<file path="src/rtl/d_output_arbiter.sv">
// Two-source output arbiter: pops one word at a time from the D0/D1 FIFOs, holds it
// for the downstream sink, and counts accepted words per source.
module d_output_arbiter #(
   parameter int unsigned BITNUMBER = 8,
   localparam int unsigned CNT_W = 5
) (
   input  logic                 clk,
   input  logic                 reset,
   input  logic                 init,
   input  logic                 D0_can_pop,
   input  logic                 D1_can_pop,
   input  logic [BITNUMBER-1:0] D0_data_out,
   input  logic [BITNUMBER-1:0] D1_data_out,
   input  logic                 sink_ready,
   output logic                 pop_D0,
   output logic                 pop_D1,
   output logic [BITNUMBER-1:0] data_out,
   output logic                 valid_out,
   output logic                 dest_out,
   output logic [CNT_W-1:0]     count_D0,
   output logic [CNT_W-1:0]     count_D1
);

   typedef enum logic [1:0] {
      IDLE    = 2'd0,
      POP     = 2'd1,
      CAPTURE = 2'd2,
      HOLD    = 2'd3
   } state_t;

   state_t state;
   logic   sel;
   logic   last_grant;
   logic   pick_c;
   logic   accept_c;

   // Lone requester wins; on a tie the source that did not win last time goes next.
   assign pick_c   = (D0_can_pop && D1_can_pop) ? ~last_grant : D1_can_pop;
   assign accept_c = (state == HOLD) && sink_ready;

   always_ff @(posedge clk) begin
      if (reset) begin
         state      <= IDLE;
         sel        <= 1'b0;
         last_grant <= 1'b1;
         pop_D0     <= 1'b0;
         pop_D1     <= 1'b0;
         data_out   <= '0;
         valid_out  <= 1'b0;
         dest_out   <= 1'b0;
      end else begin
         case (state)
            IDLE: begin
               if (D0_can_pop || D1_can_pop) begin
                  sel    <= pick_c;
                  pop_D0 <= ~pick_c;
                  pop_D1 <= pick_c;
                  state  <= POP;
               end
            end
            POP: begin
               pop_D0 <= 1'b0;
               pop_D1 <= 1'b0;
               state  <= CAPTURE;
            end
            CAPTURE: begin
               data_out  <= sel ? D1_data_out : D0_data_out;
               dest_out  <= sel;
               valid_out <= 1'b1;
               state     <= HOLD;
            end
            HOLD: begin
               if (sink_ready) begin
                  valid_out  <= 1'b0;
                  last_grant <= dest_out;
                  state      <= IDLE;
               end
            end
            default: begin
               pop_D0 <= 1'b0;
               pop_D1 <= 1'b0;
               state  <= IDLE;
            end
         endcase
      end
   end

   // Accepted-word counters; init clears them and beats a coincident increment.
   always_ff @(posedge clk) begin
      if (reset || init) begin
         count_D0 <= '0;
         count_D1 <= '0;
      end else if (accept_c) begin
         if (dest_out) count_D1 <= count_D1 + CNT_W'(1);
         else          count_D0 <= count_D0 + CNT_W'(1);
      end
   end

endmodule

</file>
<file path="config.mk">
export PLATFORM = sky130hd
export DESIGN_NAME = d_output_arbiter
export DESIGN_NICKNAME = d
export VERILOG_FILES = /design/src/rtl/d_output_arbiter.sv
export SDC_FILE = /design/constraint.sdc
export NUM_CORES = 1
export LEC_CHECK = 0
export ABC_AREA = 1
export CAP_MARGIN = 20
export CORE_MARGIN = 4
export CORE_UTILIZATION = 60
export DETAILED_ROUTE_END_ITERATION = 8
export DONT_BUFFER_PORTS = 1
export PLACE_DENSITY = 0.76
export RECOVER_POWER = 25
export SLEW_MARGIN = 20
export SYNTH_ARGS = -nofsm -noshare
export SYNTH_HDL_FRONTEND = slang
export SYNTH_SLANG_ARGS = --single-unit
</file>
<file path="constraint.sdc">
create_clock -name clk -period 1.97 [get_ports clk]
set_input_delay 0.2955 -clock clk [delete_from_list [all_inputs] [get_ports clk]]
set_output_delay 0.2955 -clock clk [all_outputs]
set_load 0.01 [all_outputs]
</file>
==> metrics.txt <==
vias in the first global route=1,016; Total GRT Usage=19.77%; CTS max path bufs=2; die footprint=2910 µm²; Critical Path RT=2.19 ns; Max Freq=675.0 MHz; Synth Area per Inst=7.194 µm²; DR WL/cell=12.60 µm; WL final=2558 µm; I/O pin count=44; Metal-1 WL=1027 µm; hpwl dp=1937 µm; Synth cell types=18; outcome=finished, final reports clean; Final Hold Fails=0; worst reg2reg setup slack=0.49 ns; setup TNS=0 ns; via count=1,106; Die W=53.94 µm; RePlAce Congestion=0.8299; Worst-path clk slew=0.13 ns; post-synthesis sequential area ratio=41.11%; min cycle time layout=1.481 ns; endpoints failing setup=0; CP arrival=1.70 ns; Slew @ Worst Pin=0.6460 ns; max-cap violations=0; drt pass-1 iters=5; CP Capture Type=flop; Yosys warnings=0; layout cells sized above 1=7.386%; clock skew=0.0008960 ns; CTS tree=yes; cells after synthesis=176; Simple-Gate Fraction of Synth Area=30.83%; FF+latch count, synth=26; Fillers=190; ANT nets after route=0; Worst Setup Path Type=flop to flop; RSZ-0062 raised after global routing=false; mux contribution to synthesized area=0%; Post-Synth XOR/XNOR Area=0%; CTS-repair resized insts=0; fin crit share=75.20%; multi-input combinational cell area=631.9 µm²; Starting Density=63.89%; Initial DRC Count=13; commonest non-fill, non-tap cell in the layout=nand2_1; die height=53.94 µm; Post-Syn Area=1266 µm²; sequential cell area=520.5 µm²; LEAKAGE=0.0005764 µW; main combinational cell family by area after synthesis=simple AND/OR/NAND/NOR gates; Tot Pwr=1414 µW; area delta synth->final=3.656%; post-CTS setup buffers=0; slew margin rel.=56.93%; core area=1982 µm²; top routing layer in use=met4; clock sinks=26; hold crit path type=input port to flop; Max VDD drop=0.5789 mV; crit path max fanout=20; Power per Cell Area=1078 nW/µm²; TritonCTS Buffers=3; largest net degree at the start of global routing=21; Site Rows=16; Root Driver=clkbuf_4; grt ovf=0; worst-skew pair later-pin latency=0.31 ns; DRC=0; Vias/cell=5.448; complex-gate fraction of the synthesized area=12.15%; initial antenna violation count=0; DR WL met3=256 µm; first-pass GRT wire length=4160 µm; I/O Buffers=0; syn nets=205; routed wl met2=1212 µm; # H-tree levels=1; diodes inserted=0; final net count=207; fin. max-slew vios=0; commonest non-fill, non-tap cells in the layout=nand2_1 (40), dfxtp_1 (26), inv_1 (21), nor2_1 (21), nand3_1 (17); adder-cell share of the synthesized area=6.917%; Worst setup SP type=flop
==> worst max-delay path: stages, from the launching register on <==
cell,delay (ns)
dfxtp_1,0.37
inv_1,0.11
ha_1,0.58
nand3_1,0.14
o211ai_1,0.12
inv_1,0.06
==> layer usage <==
| metal | global-route usage [%] | vias up |
|---|---|---|
| li1 | - | 570 |
| met1 | 21.53 | 486 |
| met2 | 33.27 | 44 |
| met3 | 5.540 | 6 |
| met4 | 12.77 | 0 |
| met5 | 0 | - |
==> logic make-up (layout without fill, tap and decap cells) <==
family | count (synthesis) | in the layout
compound gates | 26 | 26
fa+ha+maj | 7 | 7
flops | 26 | 26
buf+inv | 29 | 29
simple gates | 88 | 88
==> synthesized netlist by cell type, drive strengths merged <==
| library cell | n | area, µm² |
|---|---|---|
| a21oi | 14 | 73.82 |
| buf | 4 | 20.02 |
| dfxtp | 26 | 520.5 |
| ha | 7 | 87.58 |
| inv | 25 | 93.84 |
| nand2 | 41 | 156.4 |
| nand3 | 17 | 85.08 |
| nand3b | 1 | 7.510 |
| nand4 | 4 | 25.02 |
| nor2 | 24 | 107.6 |
| o211ai | 8 | 60.06 |
| o21ai | 4 | 20.02 |
| or2 | 1 | 8.760 |
==> where the power goes <==
group	internal [µW]	switching, µW	total [µW]
combinational	157	244	401
sequential	643	154	798
clock	71.5	145	216
==> stage by stage <==
| stage | hold slack [ns] | instance area, µm² | util, % | setup WS [ns] | cells |
|---|---|---|---|---|---|
| floorplan | 0.3646 | 1266 | - | 0.8062 | 176 |
| finish | 0.03400 | 1313 | 66.22 | 0.4886 | 203 |
| global placement | 0.3660 | 1280 | 64.58 | 0.6017 | 199 |
| global route | 0.01284 | 1313 | 66.22 | 0.2872 | 203 |
| detailed placement | 0.3672 | 1280 | 64.58 | 0.5289 | 199 |
| CTS | 0.01923 | 1303 | 65.72 | 0.4963 | 202 |
==> repair_timing <==
item,CTS,global route
hold endpoints to repair,0,2
hold buffers,0,1
endpoints found under the setup margin,0,0
==> sequential cells by signal, indices dropped and copies added (netlist names) <==
signal	count
data_out	8
count_D0	5
count_D1	5
state	2
dest_out	1
last_grant	1
pop_D0	1
pop_D1	1
sel	1
valid_out	1
==> area by class of cell <==
class	count	area share (%)
multi-input combinational	121	48.14
timing repair buffer	1	0.7626
tap	27	2.574
clock buffer	3	1.716
sequential	26	39.66
inverter	25	7.150
==> path summary, 6_finish.rpt <==
kind	startpoint	end	depth (start not counted)
setup / recovery	state[0]	data_out[0]	5
hold / removal	reset	pop_D0	1
setup reg to reg	state[0]	data_out[0]	5
hold reg to reg	last_grant	last_grant	2
(Power assumes the default switching activity.)
